**config.mk**
```make
export PLATFORM = sky130hd
export DESIGN_NAME = dmem_ctrl
export DESIGN_NICKNAME = d
export VERILOG_FILES = /design/src/rtl/dmem_ctrl.sv
export SDC_FILE = /design/constraint.sdc
export NUM_CORES = 1
export LEC_CHECK = 0
export ABC_AREA = 1
export CAP_MARGIN = 40
export CORE_ASPECT_RATIO = 1.5
export CORE_MARGIN = 2
export CORE_UTILIZATION = 41
export CTS_CLUSTER_DIAMETER = 200
export DETAILED_ROUTE_END_ITERATION = 6
export PLACE_DENSITY = 0.79
export REMOVE_ABC_BUFFERS = 1
export SLEW_MARGIN = 15
export SYNTH_ARGS = -nofsm -noshare
export SYNTH_HDL_FRONTEND = slang
export SYNTH_SLANG_ARGS = --single-unit
```
**constraint.sdc**
```tcl
create_clock -name clk -period 1.35 [get_ports clk]
set_input_delay 0.2025 -clock clk [delete_from_list [all_inputs] [get_ports clk]]
set_output_delay 0.2025 -clock clk [all_outputs]
set_load 0.01 [all_outputs]
```
**src/rtl/dmem_ctrl.sv**
```systemverilog
// RV32I load/store data-memory controller: word-bus handshake with byte enables,
// store-lane replication, load alignment/extension, misalignment and timeout faults.
module dmem_ctrl #(
  parameter int unsigned XLEN    = 32,
  parameter int unsigned TIMEOUT = 16
) (
  input  logic            clk,
  input  logic            rst,
  input  logic            mem_en,
  input  logic            mem_wr,
  input  logic [2:0]      funct3,
  input  logic [XLEN-1:0] addr,
  input  logic [XLEN-1:0] wdata,
  output logic            stall,
  output logic [XLEN-1:0] dmem_data,
  output logic            fault_misaligned,
  output logic            fault_timeout,
  output logic            bus_req,
  output logic            bus_we,
  output logic [XLEN-1:0] bus_addr,
  output logic [3:0]      bus_be,
  output logic [XLEN-1:0] bus_wdata,
  input  logic            bus_ack,
  input  logic [XLEN-1:0] bus_rdata
);

  localparam int unsigned CW = 8;

  typedef enum logic [1:0] {IDLE, BUSY, DONE} state_e;

  state_e          state_q, state_d;
  logic [CW-1:0]   cnt_q, cnt_d;
  logic [1:0]      off_q, off_d;
  logic [2:0]      f3_q, f3_d;
  logic            req_q, req_d;
  logic            we_q, we_d;
  logic [XLEN-1:0] addr_q, addr_d;
  logic [3:0]      be_q, be_d;
  logic [XLEN-1:0] wdat_q, wdat_d;
  logic [XLEN-1:0] dmem_q, dmem_d;
  logic            fmis_q, fmis_d;
  logic            ftmo_q, ftmo_d;

  // Request decode; undefined width codes fall through to word
  logic            is_byte_c, is_half_c, misaligned_c;
  logic [3:0]      be_c;
  logic [XLEN-1:0] wrep_c;

  always_comb begin
    is_byte_c    = (funct3[1:0] == 2'b00);
    is_half_c    = (funct3[1:0] == 2'b01);
    misaligned_c = (is_half_c & addr[0]) | (!is_byte_c && !is_half_c && (addr[1:0] != 2'b00));
    if (is_byte_c) begin
      be_c   = 4'b0001 << addr[1:0];
      wrep_c = XLEN'({4{wdata[7:0]}});
    end else if (is_half_c) begin
      be_c   = 4'b0011 << addr[1:0];
      wrep_c = XLEN'({2{wdata[15:0]}});
    end else begin
      be_c   = 4'b1111;
      wrep_c = wdata;
    end
  end

  // Load alignment and extension from the latched offset/width
  logic [7:0]      lbyte_c;
  logic [15:0]     lhalf_c;
  logic [XLEN-1:0] lfmt_c;

  always_comb begin
    lbyte_c = bus_rdata[8*off_q +: 8];
    lhalf_c = off_q[1] ? bus_rdata[31:16] : bus_rdata[15:0];
    case (f3_q)
      3'b000:  lfmt_c = {{(XLEN-8){lbyte_c[7]}}, lbyte_c};
      3'b100:  lfmt_c = {{(XLEN-8){1'b0}}, lbyte_c};
      3'b001:  lfmt_c = {{(XLEN-16){lhalf_c[15]}}, lhalf_c};
      3'b101:  lfmt_c = {{(XLEN-16){1'b0}}, lhalf_c};
      default: lfmt_c = bus_rdata;
    endcase
  end

  always_ff @(posedge clk or negedge rst) begin
    if (!rst) begin
      state_q <= IDLE;
      cnt_q   <= '0;
      off_q   <= '0;
      f3_q    <= '0;
      req_q   <= 1'b0;
      we_q    <= 1'b0;
      addr_q  <= '0;
      be_q    <= '0;
      wdat_q  <= '0;
      dmem_q  <= '0;
      fmis_q  <= 1'b0;
      ftmo_q  <= 1'b0;
    end else begin
      state_q <= state_d;
      cnt_q   <= cnt_d;
      off_q   <= off_d;
      f3_q    <= f3_d;
      req_q   <= req_d;
      we_q    <= we_d;
      addr_q  <= addr_d;
      be_q    <= be_d;
      wdat_q  <= wdat_d;
      dmem_q  <= dmem_d;
      fmis_q  <= fmis_d;
      ftmo_q  <= ftmo_d;
    end
  end

  always_comb begin
    state_d = state_q;
    cnt_d   = cnt_q;
    off_d   = off_q;
    f3_d    = f3_q;
    req_d   = req_q;
    we_d    = we_q;
    addr_d  = addr_q;
    be_d    = be_q;
    wdat_d  = wdat_q;
    dmem_d  = dmem_q;
    fmis_d  = 1'b0;
    ftmo_d  = 1'b0;
    case (state_q)
      IDLE: begin
        if (mem_en) begin
          if (misaligned_c) begin
            state_d = DONE;
            fmis_d  = 1'b1;
          end else begin
            state_d = BUSY;
            cnt_d   = '0;
            off_d   = addr[1:0];
            f3_d    = funct3;
            req_d   = 1'b1;
            we_d    = mem_wr;
            addr_d  = {addr[XLEN-1:2], 2'b00};
            be_d    = be_c;
            wdat_d  = wrep_c;
          end
        end
      end
      BUSY: begin
        // Ack takes priority over a timeout expiring in the same cycle
        if (bus_ack) begin
          state_d = DONE;
          req_d   = 1'b0;
          we_d    = 1'b0;
          if (!we_q) dmem_d = lfmt_c;
        end else if (cnt_q == CW'(TIMEOUT - 1)) begin
          state_d = DONE;
          req_d   = 1'b0;
          we_d    = 1'b0;
          dmem_d  = '0;
          ftmo_d  = 1'b1;
        end else begin
          cnt_d = cnt_q + CW'(1);
        end
      end
      DONE:    state_d = IDLE;
      default: state_d = IDLE;
    endcase
  end

  assign stall            = ((state_q == IDLE) && mem_en) || (state_q == BUSY);
  assign dmem_data        = dmem_q;
  assign fault_misaligned = fmis_q;
  assign fault_timeout    = ftmo_q;
  assign bus_req          = req_q;
  assign bus_we           = we_q;
  assign bus_addr         = addr_q;
  assign bus_be           = be_q;
  assign bus_wdata        = wdat_q;

endmodule

```
-- Word level (Yosys, flattened, before mapping)
Cells that the tools add are included.
- register bits after elaboration: 117
- bits in latches: 0
- RAM bits: 0
- bits in read-only memories: 0
- input bits: 104
- output and inout bits: 105
- memories kept: 0
- add/sub/neg operators: 1
- multipliers: 0
- divide/modulo/power cells: 0
- magnitude comparators: 0
- eq/ne operators: 12
- shift operators: 3
- multiplexer cells: 33
- bitwise gates (word level): 3
- reductions and logical operators: 17
- operators with widths (cell ; number):
    32-bit 2-to-1 mux ; 5
    32-bit one-hot mux with 4 select lines ; 1
    8-bit 2-to-1 mux ; 4
    32-bit by 6-bit indexed part select with 8-bit output ; 1
    16-bit 2-to-1 mux ; 1
    8-bit one-hot mux with 2 select lines ; 1
    1-bit 2-to-1 mux ; 12
    2-bit inequality test, second input constant ; 5
    8-bit by 1-bit adder with 8-bit output, second input constant ; 1
    8-bit by 4-bit == test with 1-bit output, second input constant ; 1
    2-bit 2-to-1 mux ; 4
    4-bit 2-to-1 mux ; 2
    3-bit == test, second input constant ; 2
    3-bit AND reduction ; 2
    2-bit nonzero test ; 3
    5-bit AND reduction ; 1
    2-bit by 1-bit == test with 1-bit output, second input constant ; 2
    2-bit zero test ; 2
    1-bit one-hot mux with 2 select lines ; 2
    2-bit one-hot mux with 2 select lines ; 1
    4-bit AND reduction ; 1
    1-bit by 2-bit left shift with 4-bit output, first input constant ; 1
    2-bit by 2-bit left shift with 4-bit output, first input constant ; 1
    3-bit by 1-bit == test with 1-bit output, second input constant ; 1
    other kinds (9) ; 12

-- Longest topological paths before layout
- depth in word-level cells: 8
- gate-level depth with buffers: 11
- depth with buffers taken out: 10

-- Worst setup path before layout
Ideal clock, no wire load.
- path kind: reg2reg
- start: register cnt_q[0]
- end: register dmem_q[22] (netlist: dmem_data[22])
- setup time: 0.066 ns
- data arrival time: 1.381 ns
- setup slack: -0.097 ns
- cell stages (with the launch flop): 10
- path buffers: 1
- path through: dfrtp_1 ha_1 nand2_1 nor2_2 nand3_1 nand2_1 nand2_1 clkbuf_1 nand2_1 nand2_1
- word-level cells in the longest chain between the ends: 3
- ends and longest elaborated chain (item ; line ; RTL):
    start: declaration ; 32 ; logic [CW-1:0] cnt_q, cnt_d;
    start signal: assignment ; 98 ; cnt_q <= cnt_d;
    8-bit by 4-bit == test with 1-bit output ; 151 ; end else if (cnt_q == CW'(TIMEOUT - 1)) begin
    2-bit nonzero test (no source line) ; n/a ;
    3-bit AND reduction (no source line) ; n/a ;
    end signal: assignment ; 106 ; dmem_q <= dmem_d;
    end: declaration ; 40 ; logic [XLEN-1:0] dmem_q, dmem_d;
No other way between the ends.
A chain may end at the register's enable or synchronous reset.

-- Worst setup path after layout
- start: register state_q[0]
- end: register wdat_q[22] (netlist: bus_wdata[22])
- word-level cells in the longest chain between the ends: 2
- ends and longest elaborated chain (item ; line ; RTL):
    start: declaration ; 31 ; state_e state_q, state_d;
    start signal: assignment ; 97 ; state_q <= state_d;
    2-bit zero test ; 125 ; case (state_q)
    3-bit AND reduction (no source line) ; n/a ;
    end signal: assignment ; 105 ; wdat_q <= wdat_d;
    end: declaration ; 39 ; logic [XLEN-1:0] wdat_q, wdat_d;
No other way between the ends.

==> impl_metrics.json <==
{
  "fillers": 813,
  "placement_rows": 52,
  "grt_first_pass_wirelength_um": 31900,
  "final_min_period_over_clock_period_pct": 116,
  "dp_cells": 1175,
  "final.setup_skew_ps": 7.07,
  "power.switching_mw": 8.32,
  "type_of_origin_of_the_critical_path": "flop",
  "synth-warning-count": 0,
  "drv_cap": 0,
  "number_of_global_route_vias_before_repair": 6512,
  "cts-buffers-inserted": 17,
  "clkSlewWorstSetupHoldPaths_ps": 60,
  "final.hold.worst_slack_ps": 260,
  "top_area_cells_in_the_synthesized_netlist": "dfrtp_1 51%, nand2_1 23%, nor2_1 3.8%",
  "post_synth.cell_area_avg_um2": 7.52,
  "synth-async-reset-ratio_pct": 100,
  "unrepaired_setup_endpoints_after_global_routing": "true",
  "seq_power_share_pct": 30.2,
  "final-max-slew-violation-count": 0,
  "critPathRequiredTime_ps": 1670,
  "violations": "negative setup slack",
  "critical-path-max-stage-delay_ps": 410,
  "io_buffers": 206,
  "worst-r2r-setup-slack_ps": -220,
  "static-leakage-power_nw": 5.32,
  "grt_max_degree": 32,
  "pre_cts_ws_ps": -534,
  "vias": 6449,
  "synthCells": 762,
  "worstPathCellList": "nor2_2 > nand2_2 > nor2_4 > buf_6 > buf_12 > buf_8 > nor2_2 > a31oi_1",
  "antenna_violating_nets_post_route": 0,
  "power.share.switching_pct": 39.4,
  "synth-edff-count": 0,
  "critical_path.top_delay_family": "simple AND/OR/NAND/NOR gates",
  "yosys.cell_types.count": 29,
  "postRouteWirelength_um": 21400,
  "clock_insertion_delay_worst_skew_ps": 420,
  "critPathMostFrequentCell": "nor2_2",
  "antenna-diode-count": 0,
  "part_of_the_yosys_area_used_for_sequential_elements_pct": 51.1,
  "yosysMostFrequentCell": "nand2_1",
  "synth_top_area_share_pct": 51.1,
  "critPathSlowestCell": "dfrtp_1",
  "drc_errors": 0,
  "postLayoutSetupSlackWorst_ps": -218,
  "grt_use_total_pct": 27.4,
  "yosys.area.top_type": "dfrtp_1",
  "ys_top_cells_by_count": "350 x nand2_1, 117 x dfrtp_1, 58 x nor2_1, 40 x inv_1, 36 x o21ai_0",
  "ys_ff_latch": 117,
  "design.die.area_um2": 15000,
  "p_int_mw": 12.8,
  "cts_max_path_buffers": 2,
  "core_um2": 13600,
  "pwr_density_cell_nw_per_um2": 1980,
  "cts_htree_levels": 4,
  "ios": 209,
  "starting_utilization_of_the_core_area_pct": 42.1,
  "final_setup_violation_count": 117,
  "share_comb_of_total_power_pct": 49.5,
  "setup.worst_path.class": "flop to flop",
  "drt_iter0_drc": 331,
  "gp_routability_congestion": 0.908,
  "area_added_between_synthesis_and_finish_pct": 85.8,
  "worst_hold_path_type": "input pin to asynchronous set/reset pin",
  "ir_drop_mv": 1.17,
  "cts.sink_count": 117,
  "p_clk_share_pct": 20.3,
  "clock-root-buffer": "clkbuf_16",
  "routedWlPerCell_um": 17.1,
  "drt_first_pass_iters": 5,
  "synthesis.area_um2": 5730,
  "tritoncts": "built",
  "crit_path_max_fanout": 6,
  "report.power.total_mw": 21.1,
  "ys.flop_type": "dfrtp_1",
  "globalRouteOverflowTotal": 0,
  "antenna_violations_before_repair": 0,
  "place_hpwl_um": 12800,
  "end_kind": "flop",
  "finish.net_count": 1185,
  "final-instance-count-excl-fill": 1251,
  "fp.dieH_um": 149,
  "post-route-min-period_ps": 1570,
  "route.detailed.vias_per_inst": 5.16,
  "timing_hold_violations_final": 0,
  "timing.critical_path.arrival_ps": 1890,
  "die-width_um": 101,
  "crit_buf_inv": 3,
  "share_of_cells_above_drive_strength_1_pct": 33.3,
  "maxClockFrequency_ghz": 0.638,
  "final_util_pct": 78.3,
  "result_of_the_run": "complete, but fails checks"
}
[power groups by stage]
stage | Combinational [mW] | Clock [mW] | Sequential (mW)
after floorplan | 2.74 | 0 | 6.59
after global placement | 8.46 | 0 | 5.90
after detailed placement | 8.61 | 0 | 5.92
after CTS | 9.05 | 4.34 | 5.92
after global routing | 11.2 | 4.51 | 6.53
final | 10.4 | 4.29 | 6.37
[area by class of cell]
type	count	area, um2	share of cell area [%]
Clock buffer	18	429	4.03
Sequential cell	117	2930	27.5
Inverter	43	190	1.79
Clock inverter	14	131	1.23
Tap cell	162	203	1.90
Timing Repair inverter	1	20.0	0.188
Multi-Input combinational cell	566	3260	30.7
Timing Repair Buffer	330	3480	32.7
[path summary, 6_finish.rpt]
kind	startpoint	end	cells past startpoint
min in group clk	addr[1]	off_q[1]	4
worst min-delay path	rst	dmem_data[7]	2
worst min register to register	dmem_data[18]	dmem_data[18]	2
worst max register to register	state_q[0]	bus_wdata[22]	8
max in group asynchronous	rst	dmem_data[0]	3
worst max-delay path	state_q[0]	bus_wdata[22]	8
[sequential cells by signal (all words and copies together), names as in the netlist]
name	cells
f3_q	3
dmem_data	32
bus_we	1
fault_misaligned	1
cnt_q	8
state_q	2
bus_req	1
bus_addr	30
bus_be	4
fault_timeout	1
bus_wdata	32
off_q	2
[per-layer routing]
metal,GRT usage (%),vias to the layer above,wire (um)
met5,0,-,0
met4,11.9,0,829
met3,6.42,62,1380
met2,50.2,294,11800
met1,29.6,3060,7460
li1,-,3033,-
[cell usage in the layout (no fill, tap or decap), drive strengths merged, types with 2 or more instances in the layout]
| cell | n |
|---|---|
| clkbuf | 24 |
| clkinvlp | 4 |
| a21oi | 30 |
| buf | 119 |
| nand3 | 34 |
| nor2 | 62 |
| ha | 5 |
| nor3 | 3 |
| o22ai | 3 |
| dlygate4sd2 | 71 |
| clkdlybuf4s15 | 33 |
| o21ai | 43 |
| nand4 | 3 |
| or2 | 6 |
| nand2 | 354 |
| conb | 2 |
| dfrtp | 117 |
| inv | 45 |
| xor2 | 2 |
| clkinv | 8 |
| clkdlybuf4s50 | 100 |
| a31oi | 16 |
[logic make-up after synthesis]
group | count (synthesis) | share of synthesized area [%]
AO/OA/AOI/OAI | 92 | 8.45
AND/OR/NAND/NOR | 463 | 32.3
XOR/XNOR | 3 | 0.459
adder cells (fa/ha/maj) | 5 | 1.09
other | 1 | 0.0654
buffers and inverters | 81 | 6.53
flip-flops | 117 | 51.1
[through the flow]
| stage | cell area [um2] | TNS [ps] |
|---|---|---|
| after floorplan | 5520 | -93160 |
| after global placement | 8510 | -39440 |
| after detailed placement | 8510 | -42840 |
| after CTS | 9870 | -8130 |
| after global routing | 10600 | -21070 |
| final | 10600 | -14000 |
[worst reg2reg max path, stage by stage, from the launching register on]
cell	delay [ps]
dfrtp_1	410
nor2_2	150
nand2_2	120
nor2_4	150
buf_6	150
buf_12	140
buf_8	140
nor2_2	40
a31oi_1	190
[timing repair]
action                                  in CTS  in global routing
gates cloned                                16                  6
gates resized for setup                    234                234
setup buffers                               19                  8
endpoints found under the setup margin     210                118
pin swaps                                   30                 43
endpoints found under the hold margin       22                  0
hold buffers                                 1                  0
Power figures use the tool's default switching activity.
